<file path="config.mk">
export PLATFORM = sky130hd
export DESIGN_NAME = lcd_text_buffer
export DESIGN_NICKNAME = d
export VERILOG_FILES = /design/src/rtl/lcd_text_buffer.sv
export SDC_FILE = /design/constraint.sdc
export NUM_CORES = 1
export LEC_CHECK = 0
export BUFFER_PORTS_ARGS = -buffer_cell sky130_fd_sc_hd__clkbuf_2
export CAP_MARGIN = 20
export CORE_ASPECT_RATIO = 1.75
export CORE_MARGIN = 4
export CORE_UTILIZATION = 46
export CTS_BUF_LIST = sky130_fd_sc_hd__clkbuf_4 sky130_fd_sc_hd__clkbuf_8 sky130_fd_sc_hd__clkbuf_16
export DETAILED_ROUTE_END_ITERATION = 10
export HOLD_SLACK_MARGIN = 0.15
export PLACE_DENSITY = 0.65
export SKIP_LAST_GASP = 1
export SYNTH_ARGS = -nofsm -noshare
export SYNTH_HDL_FRONTEND = slang
export SYNTH_SLANG_ARGS = --single-unit
</file>
<file path="constraint.sdc">
create_clock -name clk -period 22.5 [get_ports clk]
set_input_delay 3.375 -clock clk [delete_from_list [all_inputs] [get_ports clk]]
set_output_delay 3.375 -clock clk [all_outputs]
set_load 0.01 [all_outputs]
</file>
<file path="src/rtl/lcd_text_buffer.sv">
// ---------------------------------------------------------------------------
// lcd_text_buffer
//
// Purpose
//   Character frame buffer in front of the 16x2 LCD driver. Decoded ASCII
//   characters arrive over a valid/ready handshake. They are written into a
//   2x16 text image that supports auto-wrap, backspace, newline, a
//   multi-cycle scroll and a multi-cycle clear. The image is presented as two
//   128-bit rows. An optional blinking cursor can be overlaid on the rows.
//
// Handshake
//   in_ready is combinational: (state == IDLE) && !clr.
//   A character is consumed on any rising clk edge where in_valid && in_ready.
//   The source must hold in_char stable while in_valid is high and in_ready
//   is low. in_ready never depends on in_valid.
//
// Ports
//   clk       in   1    system clock
//   rst       in   1    asynchronous, active-high reset
//   in_valid  in   1    in_char valid
//   in_char   in   8    ASCII character or control code (0x08 BS, 0x0A LF)
//   in_ready  out  1    buffer can take a character this cycle
//   clr       in   1    clear-screen request, level-sampled every cycle
//   line1     out  128  row 0, char i at [127-8*i -: 8] (registered)
//   line2     out  128  row 1, same packing (registered)
//   cur_row   out  1    cursor row
//   cur_col   out  4    cursor column
//   busy      out  1    a scroll or a clear is in progress
// ---------------------------------------------------------------------------
module lcd_text_buffer #(
  parameter int          BLINK_CYCLES = 25_000_000,
  parameter bit          CURSOR_EN    = 1'b1,
  parameter logic [7:0]  CURSOR_CHAR  = 8'h5F
) (
  input  logic         clk,
  input  logic         rst,
  input  logic         in_valid,
  input  logic [7:0]   in_char,
  output logic         in_ready,
  input  logic         clr,
  output logic [127:0] line1,
  output logic [127:0] line2,
  output logic         cur_row,
  output logic [3:0]   cur_col,
  output logic         busy
);

  localparam logic [7:0] SPACE = 8'h20;
  localparam logic [7:0] BS    = 8'h08;
  localparam logic [7:0] LF    = 8'h0A;

  // The blink counter is sized for BLINK_CYCLES-1. BLINK_CYCLES is at least 2.
  localparam int             CW      = (BLINK_CYCLES > 2) ? $clog2(BLINK_CYCLES) : 1;
  localparam logic [CW-1:0]  CNT_MAX = CW'(BLINK_CYCLES - 1);

  typedef enum logic [1:0] {
    IDLE   = 2'd0,
    SCROLL = 2'd1,
    CLEAR  = 2'd2
  } state_t;

  state_t        state;
  logic [3:0]    idx;
  logic [7:0]    text_mem [32];
  logic [CW-1:0] blink_cnt;
  logic          blink_phase;

  logic [4:0]    pos;
  logic          accept;
  logic          printable;
  logic          show_cursor;
  logic [127:0]  img1;
  logic [127:0]  img2;

  // {row, col} is exactly row*16 + col.
  assign pos       = {cur_row, cur_col};
  assign in_ready  = (state == IDLE) && !clr;
  assign busy      = (state != IDLE);
  assign accept    = in_valid && in_ready;
  assign printable = (in_char >= 8'h20) && (in_char <= 8'h7E);

  // -------------------------------------------------------------------------
  // Control FSM and text storage.
  // clr has priority over everything, including a pending in_valid. It aborts
  // a scroll and restarts a clear that is already running.
  // -------------------------------------------------------------------------
  always_ff @(posedge clk or posedge rst) begin
    if (rst) begin
      state   <= IDLE;
      idx     <= 4'd0;
      cur_row <= 1'b0;
      cur_col <= 4'd0;
      for (int i = 0; i < 32; i++) begin
        text_mem[i] <= SPACE;
      end
    end else if (clr) begin
      state <= CLEAR;
      idx   <= 4'd0;
    end else begin
      case (state)
        IDLE: begin
          if (in_valid) begin
            if (printable) begin
              text_mem[pos] <= in_char;
              if (cur_col != 4'd15) begin
                cur_col <= cur_col + 4'd1;
              end else if (!cur_row) begin
                cur_row <= 1'b1;
                cur_col <= 4'd0;
              end else begin
                // The last cell is full. The character just written at
                // (1,15) is moved to buf[15] by the scroll.
                state <= SCROLL;
                idx   <= 4'd0;
              end
            end else if (in_char == BS) begin
              if (cur_col != 4'd0) begin
                cur_col           <= cur_col - 4'd1;
                text_mem[pos - 5'd1] <= SPACE;
              end else if (cur_row) begin
                cur_row      <= 1'b0;
                cur_col      <= 4'd15;
                text_mem[15] <= SPACE;
              end
            end else if (in_char == LF) begin
              if (!cur_row) begin
                cur_row <= 1'b1;
                cur_col <= 4'd0;
              end else begin
                state <= SCROLL;
                idx   <= 4'd0;
              end
            end
            // Other control codes are consumed and dropped.
          end
        end

        SCROLL: begin
          // Move one column of row 1 up into row 0 on each cycle.
          text_mem[{1'b0, idx}] <= text_mem[{1'b1, idx}];
          text_mem[{1'b1, idx}] <= SPACE;
          idx                   <= idx + 4'd1;
          if (idx == 4'd15) begin
            state   <= IDLE;
            cur_row <= 1'b1;
            cur_col <= 4'd0;
          end
        end

        CLEAR: begin
          text_mem[{1'b0, idx}] <= SPACE;
          text_mem[{1'b1, idx}] <= SPACE;
          idx                   <= idx + 4'd1;
          if (idx == 4'd15) begin
            state   <= IDLE;
            cur_row <= 1'b0;
            cur_col <= 4'd0;
          end
        end

        default: begin
          state <= IDLE;
          idx   <= 4'd0;
        end
      endcase
    end
  end

  // -------------------------------------------------------------------------
  // Cursor blink. Each accepted character restarts the blink period with the
  // cursor visible, so the cursor does not vanish while the user is typing.
  // -------------------------------------------------------------------------
  always_ff @(posedge clk or posedge rst) begin
    if (rst) begin
      blink_cnt   <= '0;
      blink_phase <= 1'b0;
    end else if (accept) begin
      blink_cnt   <= '0;
      blink_phase <= 1'b1;
    end else if (blink_cnt == CNT_MAX) begin
      blink_cnt   <= '0;
      blink_phase <= ~blink_phase;
    end else begin
      blink_cnt   <= blink_cnt + CW'(1);
    end
  end

  // -------------------------------------------------------------------------
  // Output image. The cursor is only an overlay on the outputs and is never
  // written into text_mem. It is hidden while a scroll or a clear is running.
  // -------------------------------------------------------------------------
  assign show_cursor = CURSOR_EN && blink_phase && (state == IDLE);

  always_comb begin
    img1 = '0;
    img2 = '0;
    for (int i = 0; i < 16; i++) begin
      img1[127 - 8*i -: 8] = (show_cursor && (pos == 5'(i)))      ? CURSOR_CHAR : text_mem[i];
      img2[127 - 8*i -: 8] = (show_cursor && (pos == 5'(16 + i))) ? CURSOR_CHAR : text_mem[16 + i];
    end
  end

  always_ff @(posedge clk or posedge rst) begin
    if (rst) begin
      line1 <= {16{SPACE}};
      line2 <= {16{SPACE}};
    end else begin
      line1 <= img1;
      line2 <= img2;
    end
  end

endmodule
</file>
After elaboration in Yosys (flattened, before gate mapping)
Index checks and enable logic that the tools add are counted.

Logic and storage cells: 274. Bits in registers: 549. Output and inout bits: 263. Bits of input ports: 12.

Equal/unequal tests: 54. Multiplexer cells: 93. Order comparisons: 10. Bitwise operators: 17. Reduce and logical (&&, ||, !) cells: 55. $add $sub $neg: 5.

Operator list (count): $and A224 B224 Y224 (4); $mux W256 (3); $pmux W256 S3 (1); $not A224 Y224 (3); $bwmux W256 (2); $mux W8 (40); $demux W8 S5 (4); $mux W128 (1); $or A32 B32 Y32 (4); $mux W120 (1); $eq A5 B5 Y1 const B (16); $mux W4 (16); $mux W25 (2); $bmux W8 S5 (1); $eq A5 B4 Y1 const B (8); $logic_and A1 B1 Y1 (40); $add A25 B1 Y25 const B (1); $eq A25 B25 Y1 const B (1); $ge A6 B6 Y1 const B (4); $lt A6 B1 Y1 const B (4); $eq A5 B3 Y1 const B (4); $not A5 Y6 (3); $eq A8 B4 Y1 const B (2); $mux W2 (8); other kinds (36) (61).

Depth between registers and ports, before layout
Gate-level depths: netlist of the first run.

Word-level depth: 13. Gate-level depth with buffers: 12. Gate-level depth less buffers: 8.

Least setup slack after synthesis of the first run
Ideal clock, no wire load.

Path type: input -> output. Start point: input port clr. End point: output port in_ready. Data required time: 19.125 ns. Path buffers: 1. Stages: 2. Arrival time: 3.728 ns. Path slack: 15.397 ns. Path through: clkbuf_1 -> nor2_1.

Longest elaborated chain between the ends: 2.

Ends and longest elaborated chain: start, declared (RTL line 40) `input logic clr,`; $logic_not A1 Y1 (RTL line 77) `assign in_ready = (state == IDLE) && !clr;`; $logic_and A1 B1 Y1 (RTL line 77); end, declared (RTL line 39) `output logic in_ready,`.

Every way passes these cells.

Worst setup path after layout of the first run
Ends and elaborated chain as after synthesis.

==> reports/metrics.cfg, run 1 <==
[logic_synthesis]
synth-seq-cells = 549
synth_flop_cell = dfrtp_1
synth_edf_count = 0
ys_async_sr_fraction_pct = 100.0
ys_types = 84
synthesis.nets = 2301
ys_warn_count = 0
yosysSeqAreaShare_pct = 55.75
mappedNetlistArea_um2 = 24790
syn_avg_cell_area_um2 = 10.91
syn_inst = 2273

[die]
die_h_um = 315.1
ios = 275
die_x_um = 183.5
die_area_um2 = 57810
rows = 112
start_util_pct = 46.43
core_um2 = 53390

[timing]
min_period_over_period_pct = 32.17
whs_ps = 460.8
setup_viol = 0
timing.setup.tns_ps = 0
maxSlewViolCount = 0
fmax_ghz = 0.1382
clock-skew-final_ps = 20.87
hold_viol_final = 0
fin_crit_ps = 7238
rsz0062_at_grt = no
setup_ws_ps = 15260
worst_slew_pin_slew_ps = 1226
relSlewSlack_pct = 17.81

[grt]
grt_pass1_vias = 21352
grt_overflow = 0
grt_max_degree = 133
antenna_found_initial = 0
gr-usage-all-layers_pct = 33.57
grt_pass1_wl_mm = 143.7

[power]
power.density_nw_per_um2 = 73.72
ir_drop_mv = 0.05279
p_leak_nw = 14.03

[placed_design]
portBuffers = 274
hpwl_mm = 71.31
dp_slack_ps = 15260
routabilityCongestion = 1.020

[clocking]
htree_levels = 2
clockBufferDepth = 3
clock_latency_ps = 610
holdBufCountCts = 0
postCtsSetupRepairBufs = 0
cts.repair.resized = 0
path_clk_slew_ps = 70
cts_sinks = 549
cts-buffers-inserted = 50
cts_root_buffer = clkbuf_16
cts_tree = yes

[cells_and_area]
mostFrequentLayoutCell = dfrtp_1
area_growth_pct = 15.99
layout.nets = 2541
mostFrequentLayoutCells = 483 x dfrtp_1, 274 x clkbuf_2, 182 x nor2_1
drive_above_1_share_pct = 26.12

[drt]
vias = 20926
drtPass1Iterations = 6
drt-vias-per-instance = 6.461
wl_per_cell_um = 30.47
antenna_left = 0
drt-total-wl_mm = 98.70
drcViolationCount = 0
drtIter0Drc = 2415

[worst_setup_path]
cp-start-kind = input port
path_class = in2out
critical_path.max_fanout = 8
critPathArrivalTime_ps = 3860
required_ps = 19120
cp-end-kind = primary output
r2r_cells = 8

[worst_hold_path]
hold_depth = 1
worstHoldPathType = reg2reg

[run_status]
status = finished clean

[flow_run]
drv_cap = 0

## logic make-up (layout without fill, tap and decap cells)
group,count (synthesis),after routing,share of synthesized area (%)
AND/OR/NAND/NOR,857,857,18.01
buffers and inverters,171,452,2.711
adder cells (fa/ha/maj),16,16,0.8076
flip-flops,549,549,55.75
AO/OA/AOI/OAI,597,597,17.68
multiplexers,61,61,4.265
XOR/XNOR,22,22,0.7774
other,0,1,0
## final timing paths
path | startpoint | endpoint | slack, ps
max reg2reg | cur_col[0] | flop | 18040
min in group asynchronous | rst | asynchronous set/reset pin | 2940
max in group asynchronous | rst | line1[16] | 16380
min reg2reg | blink_cnt[0] | blink_cnt[0] | 460
max | clr | in_ready | 15260
min | blink_cnt[0] | blink_cnt[0] | 460
## power by group
part | leakage (nW) | internal [mW] | switching [mW] | total (mW)
combinational | 5.73 | 0.0437 | 0.109 | 0.152
clock | 0.897 | 0.542 | 0.391 | 0.933
sequential | 7.40 | 1.02 | 0.0176 | 1.03
total | 14.0 | 1.60 | 0.518 | 2.12
## final cells by class
class / instances / area, um^2
Fill cell: 4714 / 24640
Sequential cell: 549 / 13820
Multi-Input combinational cell: 1553 / 10340
Timing Repair Buffer: 328 / 1794
Clock buffer: 69 / 1468
Tap cell: 684 / 855.8
Clock inverter: 24 / 347.8
Inverter: 31 / 123.9
Antenna cell: 1 / 2.502
## metal layers
metal / global-route usage, % / up-vias / share of wire (%)
met5: 0 / - / 0
met4: 24.67 / 0 / 9.2
met3: 5.033 / 366 / 7.3
met2: 54.45 / 1264 / 48
met1: 40.38 / 10538 / 36
li1: - / 8758 / -
## synthesized netlist by cell type (13+ instances only)
cell type  number  area, um^2
o211ai_1       15       112.6
nor2_1        184       690.7
a21oi_1        91       455.4
or3_1          17       106.4
a22oi_1        64       480.5
nor2b_1        49       306.5
nand3_1        49       245.2
o31ai_1        18       135.1
nand2b_1      102       638.1
a32oi_1        18       157.7
and3_1         31       193.9
o21ai_1        16       80.08
xor2_1         15       131.4
buf_1          17       63.81
mux2_2         17       191.4
nand2_1       150       563.0
a221oi_1       13       113.9
a22o_1         90       788.3
or2_2         103       644.4
inv_1          30       112.6
o22ai_1        24       150.1
o21ai_0        78       390.4
a32o_1         14       140.1
and2_1         57       356.6
ha_1           16       200.2
mux4_2         34       765.7
nor3_1         57       285.3
dfstp_2        64        1682
clkbuf_1      109       409.1
dfrtp_1       485       12140
a31oi_1        21       131.4
a221o_1        41       410.4
## critical path, stage by stage
cell and delay [ps]:
clkbuf_2 160, nor2_1 160, clkbuf_2 160
## metrics by stage
stage               power (mW)  instance area [um^2]  util, %  std cells
finish                   2.120                 28750    53.85       3239
global placement         1.198                 26890    50.36       3141
floorplan                1.141                 24790        -       2273
detailed placement       1.201                 26910    50.41       3142
CTS                      2.131                 28730    53.81       3235
global route             2.186                 28750    53.85       3238
Note: power is estimated with default switching activity, not from simulation.
==> run 2, diff against run 1 <==
ABC_AREA = 1   (was default)
clock period = 7.1 ns   (was 22.5 ns; I/O delays follow)
==> run 2 against run 1 <==
Via count increased by 29%. Utilization decreased by 1.0 points. Register-to-register slack got worse by 15000 ps. Critical path depth increased by 7. First-iteration DRC count increased by 7.3%. Global-route usage decreased by 1.8 points. Largest cell class unchanged.
==> reports/metrics.cfg, run 2 <==
[run_status]
status = finished clean

[drt]
drt-total-wl_mm = 106.0
drt-vias-per-instance = 5.497
drcViolationCount = 0
vias = 26910
wl_per_cell_um = 21.66
drtIter0Drc = 2592
antenna_left = 0
drtPass1Iterations = 8

[worst_setup_path]
slowest_stage = inv_6
path_class = reg2reg
critPathBufInv = 4
cp-start-kind = flop
critPathArrivalTime_ps = 4680
path_cells = inv_1 -> ha_4 -> inv_2 -> nand2_2 -> inv_6 -> buf_4 -> nand2_1 -> nand3_1 -> nand2_1 -> nand2_1
critical_path.max_fanout = 91
required_ps = 7650
cp_top_family = buffers and inverters
crit_top_cell = nand2_1
cp-end-kind = flop
slowest_delay_ps = 870

[power]
total_power_mw = 12.03
p_leak_nw = 17.71
ir_drop_mv = 0.2128
power.density_nw_per_um2 = 377.4

[timing]
fin_crit_ps = 4137
hold_viol_final = 0
clock-skew-final_ps = 23.79
min_period_over_period_pct = 58.26
setup_viol = 0
maxSlewViolCount = 0
relSlewSlack_pct = 16.34
setup_ws_ps = 2963
worst_slew_pin_slew_ps = 1250
rsz0062_at_grt = no
fmax_ghz = 0.2417

[placed_design]
portBuffers = 274
routabilityCongestion = 1.038
dp_slack_ps = 2748
place_inst = 4798
hpwl_mm = 77.94

[cells_and_area]
nFillCells = 6044
layout.nets = 4095
drive_above_1_share_pct = 13.63
multi_input_area_um2 = 11650
final_cells = 4895
mostFrequentLayoutCell = nand2_1
seq_area_um2 = 13820
mostFrequentLayoutCells = 1430 x nand2_1, 490 x inv_1, 484 x dfrtp_1
area_growth_pct = 13.83

[grt]
grt_pass1_wl_mm = 158.6
antenna_found_initial = 1
gr-usage-all-layers_pct = 31.75
grt_pass1_vias = 26386
grt_overflow = 0
grt_max_degree = 161

[die]
core_um2 = 60300
rows = 119
start_util_pct = 46.42
die_x_um = 194.5
ios = 275
die_area_um2 = 65020
die_h_um = 334.3

[logic_synthesis]
yosysSeqAreaShare_pct = 49.36
yosysMostFrequentCell = nand2_1
synthTopCellsByArea = dfrtp_1 43%, nand2_1 19%, nand3_1 8.0%
ys_async_sr_fraction_pct = 100.0
synthesis.nets = 3846
ys_types = 47
yosys.area.top_type = dfrtp_1
syn_avg_cell_area_um2 = 7.332
synth_common_cells = 1430 x nand2_1, 492 x inv_1, 485 x dfrtp_1
synth-seq-cells = 549
mappedNetlistArea_um2 = 27990
synth_edf_count = 0
ys_warn_count = 0
syn_inst = 3818
synth_flop_cell = dfrtp_1
synth_top_area_share_pct = 43.36

[clocking]
path_clk_slew_ps = 70
holdBufCountCts = 0
clock_latency_ps = 610
postCtsSetupRepairBufs = 0
htree_levels = 2
cts.repair.resized = 0
clockBufferDepth = 3
cts_sinks = 549
cts_tree = yes
cts_root_buffer = clkbuf_16
cts-buffers-inserted = 51

[worst_hold_path]
worstHoldPathType = reg2reg

[flow_run]
drv_cap = 0

run 2: power by group:
group | internal [mW] | switching (mW) | leakage, nW | total, mW
logic | 1.21 | 3.65 | 9.53 | 4.86
registers | 3.84 | 0.372 | 7.30 | 4.21
clock network | 1.69 | 1.26 | 0.889 | 2.96
total | 6.74 | 5.28 | 17.7 | 12.0
run 2: worst paths after layout:
kind	start	end	slack, ps	cells after the start
max	state[0]	flop	2960	10
min	blink_cnt[0]	blink_cnt[0]	470	1
max reg2reg	state[0]	flop	2960	10
min reg2reg	blink_cnt[0]	blink_cnt[0]	470	1
max in group asynchronous	rst	line1[71]	4880	4
min in group asynchronous	rst	line2[38]	510	2
run 2: final cells by class:
| cell class | instances | area share, % |
|---|---|---|
| inverters | 519 | 6.149 |
| well taps | 786 | 3.086 |
| repair buffers | 306 | 5.222 |
| clock buffers | 66 | 4.496 |
| diodes | 1 | 0.007853 |
| flip-flops and latches | 549 | 43.37 |
| clock inverters | 28 | 1.119 |
| multi-input cells | 2640 | 36.55 |
run 2: per-stage QoR:
step / hold WS [ps] / TNS, ps / cell area [um^2] / util, %
after floorplan: 431.4 / -670570 / 28000 / -
after global placement: 450.0 / 0 / 30030 / 49.80
after detailed placement: 457.4 / 0 / 30030 / 49.80
after CTS: 469.7 / 0 / 31820 / 52.77
after global routing: 484.1 / 0 / 31870 / 52.84
final: 469.1 / 0 / 31870 / 52.84
run 2: cells by family after synthesis:
| logic type | count (synthesis) | synth area share [%] |
|---|---|---|
| fa+ha+maj | 16 | 0.7151 |
| simple gates | 2316 | 34.45 |
| buf+inv | 629 | 9.091 |
| flops | 549 | 49.36 |
| xor+xnor | 7 | 0.2190 |
| compound gates | 301 | 6.159 |
run 2: per-layer routing:
metal	track usage (%)	routed length [um]
met1	37.16	37550
met2	52.54	49660
met3	5.362	8935
met4	23.20	9886
met5	0	0
